`config.mk`:
```
export PLATFORM = sky130hd
export DESIGN_NAME = count_display_mux
export DESIGN_NICKNAME = d
export VERILOG_FILES = /design/src/rtl/display_pkg.sv /design/src/rtl/seg7_decoder.sv /design/src/rtl/count_display_mux.sv
export SDC_FILE = /design/constraint.sdc
export NUM_CORES = 1
export LEC_CHECK = 0
export CORE_ASPECT_RATIO = 0.9
export CORE_MARGIN = 1.5
export CORE_UTILIZATION = 64
export CTS_BUF_LIST = sky130_fd_sc_hd__clkbuf_8
export CTS_CLUSTER_DIAMETER = 150
export DETAILED_ROUTE_END_ITERATION = 6
export PLACE_DENSITY = 0.87
export SLEW_MARGIN = 10
export SYNTH_ARGS = -nofsm -noshare
export SYNTH_HDL_FRONTEND = slang
export SYNTH_SLANG_ARGS = --single-unit
```
`constraint.sdc`:
```
create_clock -name clk -period 6.1 [get_ports clk]
set_input_delay 1.525 -clock clk [delete_from_list [all_inputs] [get_ports clk]]
set_output_delay 1.525 -clock clk [all_outputs]
set_load 0.005 [all_outputs]
```
`src/rtl/display_pkg.sv`:
```
// Shared constants and digit-code table for the seven-segment display path.
package display_pkg;

    localparam int unsigned SEG_W   = 7;
    localparam int unsigned AN_W    = 4;
    localparam int unsigned DIGIT_W = 4;

    // Active-low segment patterns, bit order {g,f,e,d,c,b,a}
    localparam logic [SEG_W-1:0] SEG_BLANK = 7'b1111111;
    localparam logic [SEG_W-1:0] SEG_U     = 7'b1000001;
    localparam logic [SEG_W-1:0] SEG_D     = 7'b0100001;

    // All anodes off (active-low)
    localparam logic [AN_W-1:0]  AN_OFF    = 4'b1111;

    // Decimal digit to active-low segment code; non-decimal values are blank
    function automatic logic [SEG_W-1:0] digit_code(input logic [DIGIT_W-1:0] digit);
        logic [SEG_W-1:0] code;
        case (digit)
            4'd0:    code = 7'b1000000;
            4'd1:    code = 7'b1111001;
            4'd2:    code = 7'b0100100;
            4'd3:    code = 7'b0110000;
            4'd4:    code = 7'b0011001;
            4'd5:    code = 7'b0010010;
            4'd6:    code = 7'b0000010;
            4'd7:    code = 7'b1111000;
            4'd8:    code = 7'b0000000;
            4'd9:    code = 7'b0010000;
            default: code = SEG_BLANK;
        endcase
        return code;
    endfunction

endpackage

```
`src/rtl/seg7_decoder.sv`:
```
// Combinational digit-to-segment decoder with a blank override.
module seg7_decoder
    import display_pkg::*;
(
    input  logic [DIGIT_W-1:0] i_digit,
    input  logic               i_blank,
    output logic [SEG_W-1:0]   o_seg_c
);

    // Blank wins over the digit value
    always_comb begin
        o_seg_c = SEG_BLANK;
        if (!i_blank) begin
            o_seg_c = digit_code(i_digit);
        end
    end

endmodule

```
`src/rtl/count_display_mux.sv`:
```
// Shows a 4-bit count (as "0".."15") and its direction on a 4-digit
// common-anode display, scanning one digit per prescaler period.
module count_display_mux
    import display_pkg::*;
#(
    parameter int unsigned REFRESH_DIV   = 100000,
    parameter int unsigned DEAD_CYCLES   = 1000,
    parameter bit          BLANK_LEADING = 1'b1
) (
    input  logic               clk,
    input  logic               reset,
    input  logic [DIGIT_W-1:0] count,
    input  logic               up,
    output logic [AN_W-1:0]    an,
    output logic [SEG_W-1:0]   seg,
    output logic               dp
);

    localparam int unsigned      PRE_W    = 24;
    localparam logic [PRE_W-1:0] PRE_MAX  = PRE_W'(REFRESH_DIV - 1);
    localparam logic [PRE_W-1:0] PRE_DEAD = PRE_W'(DEAD_CYCLES);

    // Scan states, one per digit position
    localparam logic [1:0] S_D0 = 2'd0;
    localparam logic [1:0] S_D1 = 2'd1;
    localparam logic [1:0] S_D2 = 2'd2;
    localparam logic [1:0] S_D3 = 2'd3;

    logic [PRE_W-1:0]   r_pre;
    logic [1:0]         r_idx;
    logic [1:0]         w_idx_next;
    logic               w_tick;
    logic [DIGIT_W-1:0] r_snap_count;
    logic               r_snap_up;

    logic               w_tens;
    logic [DIGIT_W-1:0] w_ones;
    logic [DIGIT_W-1:0] w_dig_val;
    logic               w_dig_blank;
    logic               w_use_lit;
    logic [SEG_W-1:0]   w_lit;
    logic [SEG_W-1:0]   w_dec_seg;
    logic [SEG_W-1:0]   w_seg_next;
    logic [AN_W-1:0]    w_an_next;

    assign w_tick = (r_pre == PRE_MAX);

    // Prescaler: one digit slot every REFRESH_DIV cycles
    always_ff @(posedge clk or posedge reset) begin
        if (reset) begin
            r_pre <= '0;
        end else if (w_tick) begin
            r_pre <= '0;
        end else begin
            r_pre <= r_pre + PRE_W'(1);
        end
    end

    // Scan FSM state register
    always_ff @(posedge clk or posedge reset) begin
        if (reset) begin
            r_idx <= S_D0;
        end else begin
            r_idx <= w_idx_next;
        end
    end

    // Scan FSM next state: step to the next digit on each tick
    always_comb begin
        w_idx_next = r_idx;
        if (w_tick) begin
            case (r_idx)
                S_D0:    w_idx_next = S_D1;
                S_D1:    w_idx_next = S_D2;
                S_D2:    w_idx_next = S_D3;
                default: w_idx_next = S_D0;
            endcase
        end
    end

    // Frame-boundary snapshot so one frame never mixes two count values
    always_ff @(posedge clk or posedge reset) begin
        if (reset) begin
            r_snap_count <= '0;
            r_snap_up    <= 1'b0;
        end else if (w_tick && (r_idx == S_D3)) begin
            r_snap_count <= count;
            r_snap_up    <= up;
        end
    end

    assign w_tens = (r_snap_count >= DIGIT_W'(10));
    assign w_ones = r_snap_count - (w_tens ? DIGIT_W'(10) : DIGIT_W'(0));

    // Pick what the current digit position shows
    always_comb begin
        w_dig_val   = w_ones;
        w_dig_blank = 1'b0;
        w_use_lit   = 1'b0;
        w_lit       = SEG_BLANK;
        case (r_idx)
            S_D0: w_dig_val = w_ones;
            S_D1: begin
                w_dig_val   = {3'b000, w_tens};
                w_dig_blank = !w_tens && BLANK_LEADING;
            end
            S_D2: w_dig_blank = 1'b1;
            default: begin
                w_use_lit = 1'b1;
                w_lit     = r_snap_up ? SEG_U : SEG_D;
            end
        endcase
    end

    seg7_decoder u_dec (
        .i_digit (w_dig_val),
        .i_blank (w_dig_blank),
        .o_seg_c (w_dec_seg)
    );

    // Segment select and anode drive with the anti-ghosting dead window
    always_comb begin
        w_seg_next = w_use_lit ? w_lit : w_dec_seg;
        w_an_next  = ~(AN_W'(1) << r_idx);
        if (r_pre < PRE_DEAD) begin
            w_an_next = AN_OFF;
        end
    end

    // Registered display outputs
    always_ff @(posedge clk or posedge reset) begin
        if (reset) begin
            an  <= AN_OFF;
            seg <= SEG_BLANK;
            dp  <= 1'b1;
        end else begin
            an  <= w_an_next;
            seg <= w_seg_next;
            dp  <= 1'b1;
        end
    end

endmodule
```
Word level (Yosys, flattened, before mapping)
Memories as Yosys holds them, arrays and structs flattened.
Index checks and enable logic that the tools add are counted.
{ "word_totals": {"wordCells": 30, "out_inout_bits": 12, "ram_bits": 0, "latch_bits": 0, "romBits": 112, "memories": 1, "register_bits": 42} }
{ "mem_list": {"columns": ["name", "depth", "width", "rd", "rd_clocked_by_memory_dff", "write_ports", "line_no", "text"], "rows": [
  ["(name not given)", 16, 7, 1, 0, 0, "display_pkg.sv:19", "case (digit)"]
]} }
{ "classes": {"n_div": 0, "eq_ne": 4, "magnitude_cmp": 2, "n_addsub": 2, "muxes": 9, "mul": 0, "n_bitwise": 1, "n_reduce_logical": 4, "n_shift": 1} }
{ "op_table": {"columns": ["operator", "n"], "rows": [
  ["adder 24 x 1 -> 24 bit, second input constant", 1],
  ["equality test 24 x 17 -> 1 bit, second input constant", 1],
  ["less-than comparator 24 x 10 -> 1 bit, second input constant", 1],
  ["2-to-1 mux 24 bit", 1],
  ["2-to-1 mux 7 bit", 3],
  ["2-to-1 mux 4 bit", 3],
  ["one-hot mux 2 bit (3 select lines)", 1],
  ["equality test 2 bit, second input constant", 2],
  [">= comparator 4 bit, second input constant", 1],
  ["inverter 4 bit", 1],
  ["left shift 1 x 2 -> 4 bit, first input constant", 1],
  ["subtractor 4 bit", 1],
  ["OR reduction 3 bit", 1],
  ["equality test 2 x 1 -> 1 bit, second input constant", 1],
  ["logical NOT 2 bit", 1],
  ["one-hot mux 1 bit (2 select lines)", 1],
  ["logical AND 1 bit", 1],
  ["logical NOT 1 bit", 1]
]} }

Longest topological paths before layout
An unclocked memory read counts as a cell.
{ "depth": {"depth_word": 7, "mapped_depth": 9, "mapped_depth_nobuf": 8} }

By module
From an unflattened synthesis, not the netlist that was laid out.
{ "hier_totals": {"hier_cells": 210, "hier_area_um2": 2219.6} }
{ "modules_own_cells": {"columns": ["module", "area_per_inst_um2", "instances", "cells_per_inst"], "rows": [
  ["count_display_mux", 1984.4, 1, 177],
  ["seg7_decoder", 235.2, 1, 33]
]} }

Worst setup path before layout
No wires, ideal clock.
{ "synth_timing": {"path_kind": "reg-to-reg", "startpoint": "reg r_snap_count[2]", "endpoint": "reg seg[6]", "slack_ns": 4.068, "t_arrival_ns": 1.948, "t_required_ns": 6.017, "stages_incl_launch_ff": 8, "setup_time_ns": 0.083, "n_path_buf": 1, "cell_sequence": "dfrtp_1 o21a_1 ha_1 ha_1 clkbuf_1 or2_2 a2bb2oi_1 o32a_1"} }
{ "synth_via": {"elab_chain_len": 7, "elab_cells_between_ends": 9, "cone_classes": "1 x add/sub; 1 x order compare; 5 x mux; 1 x reduce/logical; 1 x memory"} }
{ "synth_lines": {"columns": ["item", "line_no", "text"], "rows": [
  ["from (decl)", "count_display_mux.sv:33", "logic [DIGIT_W-1:0] r_snap_count;"],
  ["from (signal assigned)", "count_display_mux.sv:87", "r_snap_count <= count;"],
  [">= comparator 4 bit", "count_display_mux.sv:92", "assign w_tens = (r_snap_count >= DIGIT_W'(10));"],
  ["2-to-1 mux 4 bit", "count_display_mux.sv:93", "assign w_ones = r_snap_count - (w_tens ? DIGIT_W'(10) : DIGIT_W'(0));"],
  ["subtractor 4 bit", "count_display_mux.sv:93", null],
  ["2-to-1 mux 4 bit", "count_display_mux.sv:101", "case (r_idx)"],
  ["memory read (16 x 7 bit)", null, null],
  ["2-to-1 mux 7 bit *", "seg7_decoder.sv:13", "if (!i_blank) begin"],
  ["2-to-1 mux 7 bit *", "count_display_mux.sv:123", "w_seg_next = w_use_lit ? w_lit : w_dec_seg;"],
  ["net w_seg_next[6]", "count_display_mux.sv:43", "logic [SEG_W-1:0] w_seg_next;"],
  ["to (signal assigned)", "count_display_mux.sv:138", "seg <= w_seg_next;"],
  ["to (decl)", "count_display_mux.sv:15", "output logic [SEG_W-1:0] seg,"]
]} }
The timed path passes the listed nets; every way through them passes the cells marked *.
A chain may end at the register's enable or synchronous reset.

Worst setup path in the final report
{ "layout_timing": {"startpoint": "reg seg[1]", "endpoint": "out seg[1]"} }
No word-level cell between the ends.

==> parameters.txt <==
Parameter                              Value

Outcome
  Result of the run    finished clean

Route
  Router iterations before antenna repair    4
  Remaining design rule violation count    0
  Post-route ant nets    0
  Routed wire length    4470 um
  Via count    between 1.5k and 2k
  Vias per Instance    6.08
  DR iter-0 viols    70
  Average wire per cell in the routed design    roughly 17 um

Synth
  Area fraction in compound gates after synthesis    0.0856
  Leading register cell type out of synthesis    sky130_fd_sc_hd__dfrtp_1
  Warnings from Yosys    0
  Number of unique standard cell types used by synthesis    46
  Simple-gate portion of the synthesized area    0.209
  Synthesized Nets    about 220
  Multiplexer area fraction after synthesis    0.0356
  Post-synth EDFFs    0
  Synthesized-area fraction occupied by adder cells    0.0460
  Flip-flop and latch count after synthesis    42
  Dominant combinational cell family by area after synthesis    simple AND/OR/NAND/NOR gates
  Sequential share of the synthesized area    0.489
  Syn avg cell area    10.7 um2
  Cells after Synth    204
  Total standard cell area after synthesis    2180 um2
  Post-synthesis xor/xnor area fraction    0.0989
  Proportion of synthesized flip-flops having asynchronous set or reset    1.00

Clock tree
  Post-CTS Setup Inserts    0
  Number of instances resized during post-cts repair    0
  Cell at the root of the clock tree    sky130_fd_sc_hd__clkbuf_8
  CTS H-tree lvls    2
  Clock-pin slew on the worst setup and hold paths    0.08 ns
  Clock sink total    42
  Number of buffers inserted by hold repair at cts    0
  Clock buffer count from CTS    5
  Maximum clock path buffer count    2
  TritonCTS clock tree    done
  Worst-skew pair later-pin latency    0.30 ns

Floorplanning
  # IOs    19
  Width of the chip    64.5 um
  Area of the die    3760 um2
  Area of the core    3140 um2
  Y dimension of the die    58.3 um
  Starting Density    0.694
  Num rows    19

Timing
  Crit share post-route    0.467
  RSZ-0062 raised after global routing    false
  Worst slew margin relative to its limit    0.672
  Number of max-slew violations in the final report    0
  Final-report hold violation count    0
  Max Clk Rate    between 300 and 400 MHz
  Clock Skews    0.00625 ns
  Number of setup violations in the final report    0
  Actual transition at the worst max-transition pin    0.486 ns
  Clock period minus final worst setup slack    roughly 2.8 ns
  Setup TNS    0 ns

Final layout
  Final cell count without fillers    265
  Antenna cells    0
  Layout cells sized above 1    0.152
  Layout overhead on the synthesized area    14.1%
  Share of the core filled with cells    0.791
  Fill cells    200
  Number of nets in the final layout    about 240

Power
  Part of the total power dissipated in combinational logic    0.019
  IR Drop Worst-Case VDD    between 150 and 200 uV
  Portion of total power attributed to the clock network    0.417
  Portion of total power attributed to sequential cells    0.564
  Leakage dissipation    1.11 nW
  Net switching component of the power    between 0.00009 and 0.0001 W
  Internal Dissipation    0.000397 W
  Net Sw Frac    0.197
  Total power draw    0.000494 W
  Power density normalized to cell area    199 nW/um2

Hold path
  End of the worst hold path    r_pre[23]
  Class of the worst hold path    reg2reg
  Number of cells on the worst hold path    1
  Min-Delay Startpoint    r_pre[23]

Critical path
  Endpoint of the worst register-to-register path    seg[0]
  FF-to-FF Start    r_snap_count[1]
  Worst Reg2Reg Path Length in Cells    6
  Setup crit start    seg[1]
  Cells along the critical path    clkdlybuf4s50_1
  Element type at the critical path start    flip-flop
  Crit path buf inv count    1
  Data arrival at the endpoint of the critical path    1.32 ns
  Slowest cell delay on critical path    0.52 ns
  Worst Path Max Fanout    1
  Delay-heaviest family, CP    flip-flops
  Critical path start-end classification    reg2out
  Critical Path Slowest Stage Cell    sky130_fd_sc_hd__dfstp_2
  Setup slack of the worst register-to-register path    between 3 and 4 ns
  Endpoint class of the critical path    output pin
  Worst Path Required    roughly 4.6 ns

Placement
  Placed insts    257
  Global placement routability congestion    0.835
  Number of input and output port buffers inserted    17
  DPL Wire Length    3000 um

Global routing
  First-pass GRT wire length    7590 um
  Overall Global Routing Usage    0.269
  Via count of the first global-routing pass    1558
  Number of antenna violations at the first check in global routing    0
  Pin count of the biggest net entering global routing    43
  Final global-route overflow total    0

Run
  Number of violations of the max-capacitance limit    0
-- cells in the final DEF (no fill, tap or decap), types with 2 or more instances in the layout --
master	Yosys	final
sky130_fd_sc_hd__xnor2_1	4	4
sky130_fd_sc_hd__clkbuf_8	0	8
sky130_fd_sc_hd__nor2_1	10	10
sky130_fd_sc_hd__o22ai_1	2	2
sky130_fd_sc_hd__dfstp_2	11	11
sky130_fd_sc_hd__xor2_1	18	18
sky130_fd_sc_hd__nand3_1	9	9
sky130_fd_sc_hd__nand2b_1	2	2
sky130_fd_sc_hd__or2_2	3	3
sky130_fd_sc_hd__nor3_1	11	11
sky130_fd_sc_hd__nor4_1	5	5
sky130_fd_sc_hd__nand2_1	17	17
sky130_fd_sc_hd__dfrtp_1	31	31
sky130_fd_sc_hd__buf_4	2	2
sky130_fd_sc_hd__clkdlybuf4s50_1	0	17
sky130_fd_sc_hd__nor2b_1	4	4
sky130_fd_sc_hd__and4_1	4	4
sky130_fd_sc_hd__inv_1	9	9
sky130_fd_sc_hd__a21oi_1	7	7
sky130_fd_sc_hd__o21ai_0	4	4
sky130_fd_sc_hd__ha_1	8	8
sky130_fd_sc_hd__o21a_1	2	2
sky130_fd_sc_hd__nand4_1	7	7
sky130_fd_sc_hd__and2_1	2	2
sky130_fd_sc_hd__mux2_2	6	6
-- stage by stage --
stage          instance area, um2  hold slack [ns]  setup WS [ns]
2_1_floorplan                2180            0.443           3.62
3_3_place_gp                 2370            0.462           3.59
3_5_place_dp                 2370            0.463           3.59
4_1_cts                      2480            0.475           3.24
5_1_grt                      2480            0.499           3.23
6_report                     2480            0.473           3.25
-- cell families (layout without fill, tap and decap cells) --
group                    count (synthesis)  after routing
adder cells (fa/ha/maj)                  8              8
XOR/XNOR                                23             23
AND/OR/NAND/NOR                         81             81
flip-flops                              42             42
buffers and inverters                   17             36
AO/OA/AOI/OAI                           25             25
other                                    1              1
multiplexers                             7              7
-- power by group through the flow --
stage	Clock, W	Sequential [W]	Combinational (W)
floorplan	0	0.000284	0.00000465
global placement	0	0.000284	0.00000959
detailed placement	0	0.000284	0.00000989
CTS	0.000209	0.000279	0.00000988
global route	0.000218	0.000279	0.0000109
finish	0.000206	0.000279	0.00000946
-- worst max-delay path by stage --
stage                     endpoint  slack (ns)  depth (start not counted)
after floorplan           r_idx[0]        3.62                          1
after global placement       an[3]        3.59                          1
after detailed placement    seg[0]        3.59                          1
after CTS                   seg[1]        3.24                          1
after global routing        seg[1]        3.23                          1
final                       seg[1]        3.25                          1
-- cells in the mapped netlist (2+ instances only) --
cell / n / area share
sky130_fd_sc_hd__nand3_1: 9 / 0.021
sky130_fd_sc_hd__buf_2: 2 / 0.0046
sky130_fd_sc_hd__clkbuf_1: 3 / 0.0052
sky130_fd_sc_hd__a21oi_1: 7 / 0.016
sky130_fd_sc_hd__o21ai_0: 4 / 0.0092
sky130_fd_sc_hd__inv_1: 9 / 0.016
sky130_fd_sc_hd__nor2b_1: 4 / 0.011
sky130_fd_sc_hd__buf_4: 2 / 0.0069
sky130_fd_sc_hd__or2_2: 3 / 0.0086
sky130_fd_sc_hd__nor4_1: 5 / 0.014
sky130_fd_sc_hd__o22ai_1: 2 / 0.0057
sky130_fd_sc_hd__nand2b_1: 2 / 0.0057
sky130_fd_sc_hd__nand4_1: 7 / 0.020
sky130_fd_sc_hd__nor3_1: 11 / 0.025
sky130_fd_sc_hd__o21a_1: 2 / 0.0069
sky130_fd_sc_hd__nor2_1: 10 / 0.017
sky130_fd_sc_hd__xor2_1: 18 / 0.072
sky130_fd_sc_hd__ha_1: 8 / 0.046
sky130_fd_sc_hd__dfrtp_1: 31 / 0.36
sky130_fd_sc_hd__dfstp_2: 11 / 0.13
sky130_fd_sc_hd__mux2_2: 6 / 0.031
sky130_fd_sc_hd__xnor2_1: 4 / 0.016
sky130_fd_sc_hd__nand2_1: 17 / 0.029
sky130_fd_sc_hd__and2_1: 2 / 0.0057
sky130_fd_sc_hd__and4_1: 4 / 0.016
-- metal layers --
metal / share of wire / vias to the layer above / global-route usage
met5: 0 / - / 0
met4: 0.017 / 0 / 0.106
met3: 0.052 / 9 / 0.0554
met2: 0.48 / 59 / 0.436
met1: 0.45 / 785 / 0.364
li1: - / 758 / -
-- layout make-up --
cell class	count	area, um2	share of cell area
Clock buffer	8	110	0.0443
Inverter	9	33.8	0.0136
Sequential cell	42	1060	0.429
Multi-Input combinational cell	145	1040	0.418
Timing Repair Buffer	19	185	0.0746
Tap cell	42	52.6	0.0212
-- sequential cells by signal, indices dropped and copies added, names as in the netlist --
name and cells:
seg 7, r_pre 24, r_idx 2, an 4, r_snap_count 4, r_snap_up 1
Note: power is estimated with default switching activity, not from simulation.
